===== src/rtl/hermes_mem_pkg.sv =====
// Shared types and constants for the Hermes memory router: widths, region and
// router-state enums, default region bounds and a saturating counter helper.
package hermes_mem_pkg;

  localparam int ADDR_W = 64;
  localparam int DATA_W = 64;

  typedef enum logic [1:0] {
    REG_IM,
    REG_DM,
    REG_NONE
  } region_e;

  typedef enum logic [1:0] {
    ST_IDLE,
    ST_ISSUE,
    ST_WAIT,
    ST_RESP
  } router_state_e;

  localparam logic [ADDR_W-1:0] IM_BOTTOM_DEF = 64'h0000_0000_0000_0000;
  localparam logic [ADDR_W-1:0] IM_TOP_DEF    = 64'h0000_0007_ffff_ffff;
  localparam logic [ADDR_W-1:0] DM_BOTTOM_DEF = 64'h0000_0008_0000_0000;
  localparam logic [ADDR_W-1:0] DM_TOP_DEF    = 64'h0000_000f_ffff_ffff;

  function automatic logic [15:0] sat_inc16(input logic [15:0] v);
    return (v == 16'hFFFF) ? v : v + 16'd1;
  endfunction

endpackage


===== src/rtl/mem_region_router_region_decode.sv =====
// Combinational address-to-region comparator; instruction memory wins when the
// two inclusive, unsigned ranges overlap.
module region_decode
  import hermes_mem_pkg::*;
(
  input  logic [ADDR_W-1:0] addr_i,
  input  logic [ADDR_W-1:0] im_bottom_i,
  input  logic [ADDR_W-1:0] im_top_i,
  input  logic [ADDR_W-1:0] dm_bottom_i,
  input  logic [ADDR_W-1:0] dm_top_i,
  output region_e           region_o
);

  logic in_im;
  logic in_dm;

  assign in_im = (addr_i >= im_bottom_i) && (addr_i <= im_top_i);
  assign in_dm = (addr_i >= dm_bottom_i) && (addr_i <= dm_top_i);

  always_comb begin
    region_o = REG_NONE;
    if (in_im) begin
      region_o = REG_IM;
    end else if (in_dm) begin
      region_o = REG_DM;
    end
  end

endmodule


===== src/rtl/mem_region_router.sv =====
// Routes single outstanding CPU requests to instruction or data memory by address
// region. Optional fault counter enabled by defining MEM_ROUTER_FAULT_CNT_EN.
module mem_region_router
  import hermes_mem_pkg::*;
(
  input  logic              clk,
  input  logic              reset,
  input  logic [ADDR_W-1:0] im_bottom,
  input  logic [ADDR_W-1:0] im_top,
  input  logic [ADDR_W-1:0] dm_bottom,
  input  logic [ADDR_W-1:0] dm_top,
  input  logic              continue_val,
  input  logic              req_valid,
  output logic              req_ready,
  input  logic [ADDR_W-1:0] req_addr,
  input  logic              req_we,
  input  logic [DATA_W-1:0] req_wdata,
  output logic              rsp_valid,
  output logic [DATA_W-1:0] rsp_rdata,
  output logic              rsp_err,
  output logic [ADDR_W-1:0] mem_addr,
  output logic              mem_we,
  output logic [DATA_W-1:0] mem_wdata,
  output logic              im_req_valid,
  output logic              dm_req_valid,
  input  logic              im_req_ready,
  input  logic              dm_req_ready,
  input  logic              im_rsp_valid,
  input  logic [DATA_W-1:0] im_rsp_rdata,
  input  logic              dm_rsp_valid,
  input  logic [DATA_W-1:0] dm_rsp_rdata,
  output logic [15:0]       fault_count
);

  // Handshakes: a transfer happens on a rising edge where valid && ready are both
  // high; valid, once raised, holds with stable payload until that edge.
  router_state_e     state_q;
  region_e           region_q;
  region_e           region_d;
  logic              im_req_valid_q;
  logic              dm_req_valid_q;
  logic              rsp_valid_q;
  logic              rsp_err_q;
  logic [DATA_W-1:0] rsp_rdata_q;
  logic [ADDR_W-1:0] mem_addr_q;
  logic              mem_we_q;
  logic [DATA_W-1:0] mem_wdata_q;
  logic              accept;
  logic              sel_req_ready;
  logic              sel_rsp_valid;
  logic [DATA_W-1:0] sel_rsp_rdata;

  region_decode u_region_decode (
    .addr_i      (req_addr),
    .im_bottom_i (im_bottom),
    .im_top_i    (im_top),
    .dm_bottom_i (dm_bottom),
    .dm_top_i    (dm_top),
    .region_o    (region_d)
  );

  assign req_ready = !reset && (state_q == ST_IDLE) && continue_val;
  assign accept    = req_valid && req_ready;

  // Only the memory chosen at accept time may advance the transaction.
  always_comb begin
    sel_req_ready = 1'b0;
    sel_rsp_valid = 1'b0;
    sel_rsp_rdata = '0;
    case (region_q)
      REG_IM: begin
        sel_req_ready = im_req_ready;
        sel_rsp_valid = im_rsp_valid;
        sel_rsp_rdata = im_rsp_rdata;
      end
      REG_DM: begin
        sel_req_ready = dm_req_ready;
        sel_rsp_valid = dm_rsp_valid;
        sel_rsp_rdata = dm_rsp_rdata;
      end
      default: ;
    endcase
  end

  always_ff @(posedge clk) begin
    if (reset) begin
      state_q        <= ST_IDLE;
      region_q       <= REG_NONE;
      im_req_valid_q <= 1'b0;
      dm_req_valid_q <= 1'b0;
      rsp_valid_q    <= 1'b0;
      rsp_err_q      <= 1'b0;
      rsp_rdata_q    <= '0;
      mem_addr_q     <= '0;
      mem_we_q       <= 1'b0;
      mem_wdata_q    <= '0;
    end else begin
      rsp_valid_q <= 1'b0;
      case (state_q)
        ST_IDLE: begin
          if (accept) begin
            mem_addr_q  <= req_addr;
            mem_we_q    <= req_we;
            mem_wdata_q <= req_wdata;
            region_q    <= region_d;
            if (region_d == REG_NONE) begin
              rsp_valid_q <= 1'b1;
              rsp_err_q   <= 1'b1;
              rsp_rdata_q <= '0;
              state_q     <= ST_RESP;
            end else begin
              im_req_valid_q <= (region_d == REG_IM);
              dm_req_valid_q <= (region_d == REG_DM);
              state_q        <= ST_ISSUE;
            end
          end
        end
        ST_ISSUE: begin
          if (sel_req_ready) begin
            im_req_valid_q <= 1'b0;
            dm_req_valid_q <= 1'b0;
            state_q        <= ST_WAIT;
          end
        end
        ST_WAIT: begin
          if (sel_rsp_valid) begin
            rsp_rdata_q <= mem_we_q ? '0 : sel_rsp_rdata;
            rsp_err_q   <= 1'b0;
            rsp_valid_q <= 1'b1;
            state_q     <= ST_RESP;
          end
        end
        ST_RESP: begin
          rsp_err_q <= 1'b0;
          state_q   <= ST_IDLE;
        end
        default: state_q <= ST_IDLE;
      endcase
    end
  end

  assign im_req_valid = im_req_valid_q;
  assign dm_req_valid = dm_req_valid_q;
  assign rsp_valid    = rsp_valid_q;
  assign rsp_err      = rsp_err_q;
  assign rsp_rdata    = rsp_rdata_q;
  assign mem_addr     = mem_addr_q;
  assign mem_we       = mem_we_q;
  assign mem_wdata    = mem_wdata_q;

`ifdef MEM_ROUTER_FAULT_CNT_EN
  logic [15:0] fault_q;
  logic [15:0] fault_d;

  assign fault_d = sat_inc16(fault_q);

  always_ff @(posedge clk) begin
    if (reset) begin
      fault_q <= '0;
    end else if (accept && (region_d == REG_NONE)) begin
      fault_q <= fault_d;
    end
  end

  assign fault_count = fault_q;
`else
  assign fault_count = '0;
`endif

endmodule


===== config.mk =====
export PLATFORM = sky130hd
export DESIGN_NAME = mem_region_router
export DESIGN_NICKNAME = d
export VERILOG_FILES = /design/src/rtl/hermes_mem_pkg.sv /design/src/rtl/mem_region_router_region_decode.sv /design/src/rtl/mem_region_router.sv
export SDC_FILE = /design/constraint.sdc
export NUM_CORES = 1
export LEC_CHECK = 0
export CAP_MARGIN = 20
export CORE_AREA = 4 4 281 283
export DETAILED_ROUTE_END_ITERATION = 16
export DIE_AREA = 0 0 285 287
export DONT_BUFFER_PORTS = 1
export SYNTH_ARGS = -nofsm -noshare
export SYNTH_HDL_FRONTEND = slang
export SYNTH_HIERARCHICAL = 1
export SYNTH_SLANG_ARGS = --single-unit

===== constraint.sdc =====
create_clock -name clk -period 4.05 [get_ports clk]
set_input_delay 0.6075 -clock clk [delete_from_list [all_inputs] [get_ports clk]]
set_output_delay 0.6075 -clock clk [all_outputs]
set_load 0.02 [all_outputs]

==> reports/summary.txt <==
Status: complete, no violations
Initial core utilization: 0.193
Slew margin rel.: 0.448
Number of global-route vias before repair: 12454
Slowest stage delay, CP: 0.54 ns
Die H: 287 um
Initial antenna violation count: 20
Critical Path Start Type: primary input
Pleak: 7.77 nW
Port buffer count: 0
Final cell count without fillers: 2956
Clock sinks: 201
Avg Vias per Cell: 4.31
Number of synthesized flops with an enable pin: 0
Crit path required time: 4.52 ns
Post-DP HPWL: 53500 um
Post-synthesis sequential area ratio: 0.272
Core area: 76700 um2
Io pins: 735
DR WL/cell: 21.2 um
Hold-fix buffers, CTS: 0
Clk slew on worst S/H paths: 0.06 ns
Clock tree buffer depth: 3
PwrDens: 394 nW/um2
Syn Inst Count: 1896
Post-Route Skew: 0.0500 ns
Global-route wire length before repair: 86400 um
Top FF cell, synth: dfxtp_1
Cell Chain, Critical Path: inv_1, ha_1, a21oi_1, o21ai_0, a22oi_1, o211ai_1, a211oi_1, o31ai_1, buf_4, a2bb2oi_2, buf_4, nor2b_1, nand2b_1, o21ai_1, o211ai_1, buf_12, mux2i_1
DRT Pass-1 Iters: 5
Clk_lat worst skew: 0.59 ns
CP Capture Type: flip-flop
VDD IR-drop max: 0.483 mV
DRT iter0 DRCs: 563
Yosys reg bits: 201
CP Max Fanout: 64
Avg Cell Area, Syn: 7.79 um2
Root buf cell: clkbuf_16
Final Hold Fails: 0
Number of distinct library cells after synthesis: 62
RSZ-0062 raised after global routing: false
Final slew viol count: 0
Fraction of registers with async set/reset: 0
Critical Path AT: 4.19 ns
GRT Util Overall: 0.142
Crit Path Category: in2reg
Global route overflow: 0
H-tree levels: 1
F_max: 269 MHz
CTS Buf Count: 24
Final ANT Viol Nets: 0
YS warnings: 6
Die area: 81800 um2
Power Total: 6.63 mW
CTS tree: built
Tmin final: 3.72 ns
Width of the die: 285 um
Layout cells sized above 1: 0.0829
Final TNS setup: 0 ns
Period utilization: 0.918
Worst-Margin Slew: 0.828 ns
Final wirelength: 62700 um
Number of max-cap violations: 0
Area growth syn-to-layout: 13.8%
Synthesized cell area: 14800 um2
Largest net degree at the start of global routing: 85
Std cell rows: 102
Post-layout util: 0.219
Via Count: 12732
Placer Congestion: 0.879
DP Cell Count: 2903
Drc violations: 0
Post-CTS Setup Repair Bufs: 0
Final-report setup violation count: 0
Min-Delay Path Class: in2reg
Critical path's slowest cell: a211oi_1
Final net count: 2671
-- synthesized netlist by cell type, types with 6 or more instances --
cell type | number | area share
and4_1 | 12 | 0.0071
ha_1 | 261 | 0.22
nor2b_1 | 8 | 0.0034
a211oi_1 | 9 | 0.0046
o21ai_0 | 111 | 0.038
a221oi_1 | 13 | 0.0077
a21oi_1 | 93 | 0.032
buf_6 | 17 | 0.013
nor4_1 | 7 | 0.0030
mux2i_1 | 66 | 0.045
nand4_1 | 38 | 0.016
o21ai_1 | 60 | 0.020
nand3_1 | 26 | 0.0088
o211ai_1 | 6 | 0.0030
a21o_1 | 17 | 0.0086
nand2_1 | 460 | 0.12
mux2_2 | 66 | 0.050
nor2_1 | 29 | 0.0074
buf_4 | 17 | 0.0086
nor3_1 | 11 | 0.0037
inv_1 | 258 | 0.066
dfxtp_1 | 201 | 0.27
clkbuf_1 | 36 | 0.0091
buf_2 | 16 | 0.0054
-- where the power goes --
part           switching (mW)  total, mW  internal [mW]  leakage [nW]
sequential              0.382       2.56           2.17          1.63
combinational            1.07       1.85          0.777          5.75
clock                   0.960       2.23           1.27         0.387
total                    2.41       6.63           4.22          7.77
-- kinds of logic (layout without fill, tap and decap cells) --
logic type,after synthesis,in the layout,synth area share
other cells,1,26,0.000254
buf+inv,347,342,0.102
flops,201,201,0.272
fa+ha+maj,261,261,0.221
compound gates,338,338,0.130
simple gates,616,616,0.178
mux,132,132,0.0950
-- flip-flops by register name, summed over array words and instances (netlist names) --
name          flops
mem_we            1
im_req_valid      1
dm_req_valid      1
region_q          2
rsp_err           1
mem_wdata        64
rsp_rdata        64
state_q           2
rsp_valid         1
mem_addr         64
-- layout by cell type, fill, tap and decap left out, types with 34 or more instances in the layout --
cell type,n
o21ai_1,60
nand4_1,38
dfxtp_1,200
a21oi_1,93
buf_4,34
inv_1,258
o21ai_0,111
mux2_2,66
nand2_1,460
ha_1,261
mux2i_1,66
-- repair_timing --
action / 4_1_cts / 5_1_grt
endpoints found under the setup margin: 0 / 2
resized for setup: 0 / 1
endpoints found under the hold margin: 0 / 0
-- stage by stage --
stage | hold WS, ns | instance area [um2] | setup slack, ns
final | 0.0811 | 16800 | 0.331
after global placement | 0.540 | 16000 | -0.806
after detailed placement | 0.546 | 16000 | -0.382
after CTS | 0.0301 | 16800 | 0.182
after global routing | 0.0489 | 16800 | 0.0420
after floorplan | 0.526 | 14800 | 0.682
-- metal layers --
layer  vias to the layer above  track usage  part of all wire
met5                         -            0            0.0016
met1                      5824        0.185              0.44
met4                        16       0.0387             0.021
met2                       470        0.225              0.45
met3                        68       0.0480             0.084
li1                       6354            -                 -
-- worst max-delay path: cells and delay by family --
kind / cells / cell delay (ns)
AND/OR/NAND/NOR: 2 / 0.32
AO/OA/AOI/OAI: 9 / 1.91
adder cells (fa/ha/maj): 1 / 0.28
buffers and inverters: 4 / 0.72
multiplexers: 1 / 0.25
-- final cells by class --
cell class	instances	area [um2]
Clock buffer	35	702
Multi-Input combinational cell	1363	9320
Sequential cell	201	4030
Fill cell	8526	59900
Tap cell	1040	1300
Timing Repair Buffer	40	375
Antenna cell	10	25.0
Clock inverter	8	90.1
Inverter	259	977
-- worst paths after layout --
path                                                   end  slack, ns  depth (start not counted)                       from
worst min register to register   mem_addr[51]$_SDFFE_PP0P_       0.55                          2  mem_addr[51]$_SDFFE_PP0P_
worst min-delay path                  rsp_valid$_SDFF_PP0_       0.08                          1                      reset
worst max register to register  mem_wdata[12]$_SDFFE_PP0P_       1.77                          6    state_q[1]$_SDFFE_PP0P_
worst max-delay path            rsp_rdata[59]$_SDFFE_PP0P_       0.33                         17              im_bottom[39]
(Power assumes the default switching activity.)
